==> src/rtl/pipe_hazard_ctrl.sv <==
// Stall/flush controller for the 5-stage LEGv8 pipeline: load-use stalls,
// taken-branch flushes and memory req/ack freezes with timeout abort.
module pipe_hazard_ctrl #(
  parameter int MEM_TIMEOUT = 255,
  parameter int CNT_W       = 32
) (
  input  logic             clk,
  input  logic             reset,
  input  logic [4:0]       id_Ra,
  input  logic [4:0]       id_Rb,
  input  logic             id_useRa,
  input  logic             id_useRb,
  input  logic             ex_MemRead,
  input  logic [4:0]       ex_Rw,
  input  logic             mem_brTaken,
  input  logic             mem_req,
  input  logic             mem_ack,
  output logic             pc_en,
  output logic             pc_sel,
  output logic             ifid_en,
  output logic             idex_en,
  output logic             exmem_en,
  output logic             memwb_en,
  output logic             ifid_flush,
  output logic             idex_flush,
  output logic             exmem_flush,
  output logic             memwb_flush,
  output logic             mem_err,
  output logic [CNT_W-1:0] stall_cnt,
  output logic [CNT_W-1:0] flush_cnt
);

  typedef enum logic {S_RUN = 1'b0, S_WAIT = 1'b1} state_t;

  localparam logic [15:0] TIMEOUT = 16'(MEM_TIMEOUT);

  state_t           state_q, state_d;
  logic [15:0]      wait_q, wait_d;
  logic             err_q, err_d;
  logic [CNT_W-1:0] stall_q, flush_q;

  logic lu_hazard;
  logic freeze;
  logic resolve;
  logic expire;

  function automatic logic [CNT_W-1:0] sat_inc(input logic [CNT_W-1:0] v,
                                              input logic             inc);
    if (inc && (v != '1)) return v + CNT_W'(1);
    return v;
  endfunction

  // XZR is hardwired zero, so a load targeting it never produces a dependency
  assign lu_hazard = ex_MemRead && (ex_Rw != 5'd31) &&
                     ((id_useRa && (id_Ra == ex_Rw)) ||
                      (id_useRb && (id_Rb == ex_Rw)));

  // freeze: hold the front of the pipe; resolve: apply branch/load-use/normal;
  // expire: abandon the access and release the pipe
  always_comb begin
    freeze  = 1'b0;
    resolve = 1'b0;
    expire  = 1'b0;
    if (state_q == S_RUN) begin
      if (mem_req && !mem_ack) freeze  = 1'b1;
      else                     resolve = 1'b1;
    end else begin
      if (mem_ack)                 resolve = 1'b1;
      else if (wait_q < TIMEOUT)   freeze  = 1'b1;
      else                         expire  = 1'b1;
    end
  end

  always_ff @(posedge clk) begin
    if (!reset) begin
      state_q <= S_RUN;
      wait_q  <= '0;
      err_q   <= 1'b0;
    end else begin
      state_q <= state_d;
      wait_q  <= wait_d;
      err_q   <= err_d;
    end
  end

  always_comb begin
    state_d = state_q;
    wait_d  = wait_q;
    err_d   = err_q;
    if (freeze) begin
      state_d = S_WAIT;
      wait_d  = (state_q == S_RUN) ? 16'd1 : wait_q + 16'd1;
    end else begin
      state_d = S_RUN;
      wait_d  = '0;
      if (expire) err_d = 1'b1;
    end
  end

  always_comb begin
    pc_en       = 1'b0;
    pc_sel      = 1'b0;
    ifid_en     = 1'b0;
    idex_en     = 1'b0;
    exmem_en    = 1'b0;
    memwb_en    = 1'b0;
    ifid_flush  = 1'b0;
    idex_flush  = 1'b0;
    exmem_flush = 1'b0;
    memwb_flush = 1'b0;
    if (reset) begin
      if (freeze) begin
        memwb_en    = 1'b1;
        memwb_flush = 1'b1;
      end else if (resolve && mem_brTaken) begin
        pc_en       = 1'b1;
        pc_sel      = 1'b1;
        ifid_en     = 1'b1;
        idex_en     = 1'b1;
        exmem_en    = 1'b1;
        memwb_en    = 1'b1;
        ifid_flush  = 1'b1;
        idex_flush  = 1'b1;
        exmem_flush = 1'b1;
      end else if (resolve && lu_hazard) begin
        idex_en     = 1'b1;
        idex_flush  = 1'b1;
        exmem_en    = 1'b1;
        memwb_en    = 1'b1;
      end else begin
        pc_en       = 1'b1;
        ifid_en     = 1'b1;
        idex_en     = 1'b1;
        exmem_en    = 1'b1;
        memwb_en    = 1'b1;
      end
    end
  end

  // pc_sel is high exactly on taken-branch flush cycles
  always_ff @(posedge clk) begin
    if (!reset) begin
      stall_q <= '0;
      flush_q <= '0;
    end else begin
      stall_q <= sat_inc(stall_q, !pc_en);
      flush_q <= sat_inc(flush_q, pc_sel);
    end
  end

  assign mem_err   = err_q;
  assign stall_cnt = stall_q;
  assign flush_cnt = flush_q;

endmodule
==> config.mk <==
export PLATFORM = sky130hd
export DESIGN_NAME = pipe_hazard_ctrl
export DESIGN_NICKNAME = d
export VERILOG_FILES = /design/src/rtl/pipe_hazard_ctrl.sv
export SDC_FILE = /design/constraint.sdc
export NUM_CORES = 1
export LEC_CHECK = 0
export ABC_AREA = 1
export BUFFER_PORTS_ARGS = -buffer_cell sky130_fd_sc_hd__buf_2
export CORE_MARGIN = 2
export CORE_UTILIZATION = 25
export DETAILED_ROUTE_END_ITERATION = 10
export PLACE_DENSITY = 0.45
export SLEW_MARGIN = 10
export SYNTH_ARGS = -nofsm -noshare
export SYNTH_HDL_FRONTEND = slang
export SYNTH_SLANG_ARGS = --single-unit
==> constraint.sdc <==
create_clock -name clk -period 5.24 [get_ports clk]
set_input_delay 0.262 -clock clk [delete_from_list [all_inputs] [get_ports clk]]
set_output_delay 0.262 -clock clk [all_outputs]
set_load 0.01 [all_outputs]
# Word level (Yosys, flattened, before mapping)
# Cells that the tools add are included.
dict set report op_classes {
  n_addsub 3
  n_lt_le_gt_ge 1
  n_eq_ne 5
  muxes 33
  n_bitwise 1
  n_reduce_logical 15
}
# operator count
set ops {}
lappend ops {{32-bit by 1-bit adder with 32-bit output, second input constant} 2}
lappend ops {{32-bit two-way mux} 2}
lappend ops {{32-bit != test, second input constant} 2}
lappend ops {{1-bit two-way mux} 31}
lappend ops {{16-bit by 1-bit adder with 16-bit output, second input constant} 1}
lappend ops {{16-bit by 8-bit < comparator with 1-bit output, second input constant} 1}
lappend ops {{5-bit equality test} 2}
lappend ops {{1-bit logical AND} 9}
lappend ops {{5-bit != test, second input constant} 1}
lappend ops {{2-bit AND reduction} 2}
lappend ops {{3-bit AND reduction} 1}
lappend ops {{1-bit zero test} 2}
lappend ops {{1-bit logical OR} 1}
lappend ops {{1-bit inverter} 1}
dict set report totals {
  regBits 82
  inputBits 23
  output_inout_bits 75
  wordCells 64
}

# Longest topological paths before layout
dict set report depth {
  depth_word 13
  mapped_depth 12
}

# Worst setup path after synthesis
# OpenSTA, ideal clock, no wires.
dict set report synth_timing {
  path_type {reg2out}
  startpoint {register wait_q[0]}
  endpoint {output port pc_en}
  t_arrival_ns 1.677
  t_required_ns 4.978
  slack_ns 3.301
  stages_incl_launch_ff 12
  cell_sequence {dfxtp_1 ha_1 nand2_1 nor2_2 nand2_1 nand2_1 nand2_1 a21oi_2 nand2_2 buf_2 inv_1 buf_4}
}
dict set report synth_via {
  elab_chain_len 6
}
# item line
set synth_rtl {}
lappend synth_rtl {{start, declared} 38} ;# logic [15:0] wait_q, wait_d;
lappend synth_rtl {{start signal, assigned} 81} ;# wait_q <= wait_d;
lappend synth_rtl {{16-bit by 8-bit < comparator with 1-bit output} 69} ;# else if (wait_q < TIMEOUT) freeze = 1'b1;
lappend synth_rtl {{1-bit two-way mux} 69}
lappend synth_rtl {{1-bit two-way mux} 68} ;# if (mem_ack) resolve = 1'b1;
lappend synth_rtl {{1-bit two-way mux} 64} ;# if (state_q == S_RUN) begin
lappend synth_rtl {{1-bit two-way mux (2 in series)} n/a}
lappend synth_rtl {{end, declared} 18} ;# output logic pc_en,
# Every way passes these cells.

# Worst setup path in the final report
dict set report layout_timing {
  startpoint {register stall_q[0], in the netlist stall_cnt[0]}
  endpoint {register stall_q[10], in the netlist stall_cnt[10]}
}
dict set report layout_via {
  elab_chain_len 4
  elab_cells_between_ends 6
}
# item line
set layout_rtl {}
lappend layout_rtl {{start, declared} 40} ;# logic [CNT_W-1:0] stall_q, flush_q;
lappend layout_rtl {{start signal, assigned} 146} ;# stall_q <= sat_inc(stall_q, !pc_en);
lappend layout_rtl {{branches (longest 4 deep; another with 32-bit by 1-bit adder with 32-bit output)} n/a}
# Parallel ways; which one is timed is not known. The select of a mux whose other input is x is not followed.
# A chain may end at the register's enable or synchronous reset.

==> impl_metrics.ini <==
[status]
status = completed

[synthesis]
synth_edf_count = 0
yosysSeqAreaShare_pct = 32.80
synth-main-ff-cell = dfxtp_1
async_flop_share_pct = 0
avgSynthCellArea_um2 = 6.425
ys_types = 35
synth-seq-cells = 82
syn_inst = 779
netlist_area_um2 = 5005
ys_warn_count = 0

[placed_design]
portBuffers = 97
gp_congestion = 0.8140
dp_hpwl_um = 11150

[die]
initial_utilization_pct = 25.63
die-area_um2 = 21170
ios = 98
rows = 51
dieHeight_um = 145.5
die_w_um = 145.5
core_area_um2 = 19530

[clock_network]
cts_setup_buffers = 0
clk_pin_slew_ns = 0.06
post_cts_resized = 0
cts_tree = yes
htree_levels = 3
clock_sinks = 82
cts_hold_buf = 0
clkLatencyLatePin_ns = 0.34
cts_made_buffers = 9
root_buffer = clkbuf_16
clockBufferDepth = 2

[worst_setup_path]
crit_path_max_fanout = 32
timing.rr.start = stall_cnt[0]$_SDFFE_PN0P_
end_kind = flip-flop
cp-start-kind = flip-flop
reg2reg_depth = 11
timing.rr.end = stall_cnt[10]$_SDFFE_PN0P_
arrival_ns = 2.87
required_ns = 5.50
r2r_slack_ns = 2.64
crit_type = reg -> reg

[timing]
post-route-period-util_pct = 49.71
fin_worst_skew_ns = 0.01328
rsz0062_at_grt = no
hold_viol = 0
period_needed_ns = 2.605
fin_setup_tns_ns = 0
slew_headroom_pct = 53.35
setup_viol = 0
slew_viol_final = 0
fmax_mhz = 383.9
worst_pin_slew_ns = 0.6973

[worst_hold_path]
hold_class = in -> reg
hp-start = mem_ack
whs_endpoint = mem_err$_SDFFE_PN0P_
min_path_cells = 4

[detailed_routing]
drtAntennaViolNets = 0
vias = 4997
drc = 0
detail_route.wirelength_um = 14860
wire_per_inst_um = 13.04
drt_iter0_drc = 231
via_per_inst = 4.387
dr.pass1.iters = 5

[cells_and_area]
diodes = 0
drive_gt1_share_pct = 18.08
layout_commonest_cell = nand2_1
syn2layout_area_growth_pct = 19.53
final_cell_mix = nand2_1 (254), buf_2 (97), nor2_1 (91)
layout.nets = 895

[run]
cap_violations = 0

[pwr]
power_leakage_uw = 0.002439
total_power_uw = 1368
cellPowerDensity_nw_per_um2 = 228.6
vdd_drop_max_uv = 125.9

[global_routing]
grt_antenna_before_repair = 0
grt_pass1_vias = 4832
grt_start_max_net_pins = 56
grt_pass1_wl_um = 24900
grt_overflow = 0
grt_usage_pct = 14.37
critical path, stage by stage, from the launching register on:
cell and delay (ns):
dfxtp_1 0.46, ha_1 0.28, nand2_1 0.07, inv_1 0.07
nand2_1 0.13, nor2_4 0.19, nand2_2 0.07, nor2_2 0.09
nand2_2 0.40, nand2_4 0.53, nand2_1 0.10, a21oi_1 0.13
synth_stat cells, types with 3 or more instances:
master	number	area, um^2
clkbuf_1	6	22.52
nor2_2	4	25.02
nand3_1	53	265.3
o21ai_1	3	15.01
a21oi_2	11	96.34
nor2_1	91	341.6
ha_1	3	37.54
inv_2	3	11.26
a21oi_1	45	225.2
buf_4	5	37.54
inv_1	71	266.5
xnor2_1	9	78.83
buf_6	6	67.56
dfxtp_1	82	1642
o21ai_0	6	30.03
nand2_2	17	106.4
xor2_1	28	245.2
buf_2	8	40.04
nand4_1	13	81.33
nor3_1	30	150.1
nand3b_1	12	90.09
nor3_2	3	30.03
nand2_1	254	953.4
sequential cells by signal (all words and copies together) (netlist names):
signal     cells
state_q        1
stall_cnt     32
mem_err        1
flush_cnt     32
wait_q        16
power breakdown:
part	internal, uW	total (uW)	switching, uW
Clock	383	653	270
Combinational	23.6	80.6	57.0
Sequential	629	634	4.56
metal layers:
layer	GRT usage [%]	vias to the layer above	part of all wire [%]
li1	-	2646	-
met1	18.82	2269	48
met2	24.34	73	47
met3	2.571	9	3.7
met4	3.922	0	1.2
met5	0	-	0
metrics by stage:
step	instances	util (%)	instance area (um^2)	hold WS [ns]	setup slack, ns
6_report	1139	30.64	5982	0.2820	2.635
3_3_place_gp	1123	29.11	5684	0.4578	2.588
5_1_grt	1139	30.64	5982	0.3180	2.346
2_1_floorplan	786	-	5031	0.3968	3.301
4_1_cts	1139	30.64	5982	0.2791	2.578
3_5_place_dp	1123	29.11	5684	0.4598	2.517
cell type report:
class / count / area (um^2)
clock inverters: 4 / 51.30
multi-input cells: 604 / 2940
fillers: 2226 / 13540
well taps: 265 / 331.6
flip-flops and latches: 82 / 1642
repair buffers: 98 / 493.0
clock buffers: 12 / 246.5
inverters: 74 / 277.8
cell families (layout without fill, tap and decap cells):
| logic type | after synthesis | in the layout | share of synthesized area (%) |
|---|---|---|---|
| simple gates | 488 | 488 | 43.17 |
| buf+inv | 100 | 188 | 8.975 |
| flops | 82 | 82 | 32.80 |
| compound gates | 68 | 68 | 7.750 |
| xor+xnor | 37 | 37 | 6.475 |
| fa+ha+maj | 3 | 3 | 0.7501 |
| other cells | 1 | 8 | 0.07493 |
how the worst max path moves through the flow:
stage | from | endpoint | slack, ns
2_1_floorplan | wait_q[0]$_SDFF_PN0_ | pc_en | 3.30
3_3_place_gp | reset | stall_cnt[19]$_SDFFE_PN0P_ | 2.59
3_5_place_dp | reset | stall_cnt[10]$_SDFFE_PN0P_ | 2.52
4_1_cts | stall_cnt[0]$_SDFFE_PN0P_ | stall_cnt[10]$_SDFFE_PN0P_ | 2.58
5_1_grt | stall_cnt[0]$_SDFFE_PN0P_ | stall_cnt[13]$_SDFFE_PN0P_ | 2.35
6_report | stall_cnt[0]$_SDFFE_PN0P_ | stall_cnt[10]$_SDFFE_PN0P_ | 2.64
(Power assumes the default switching activity.)
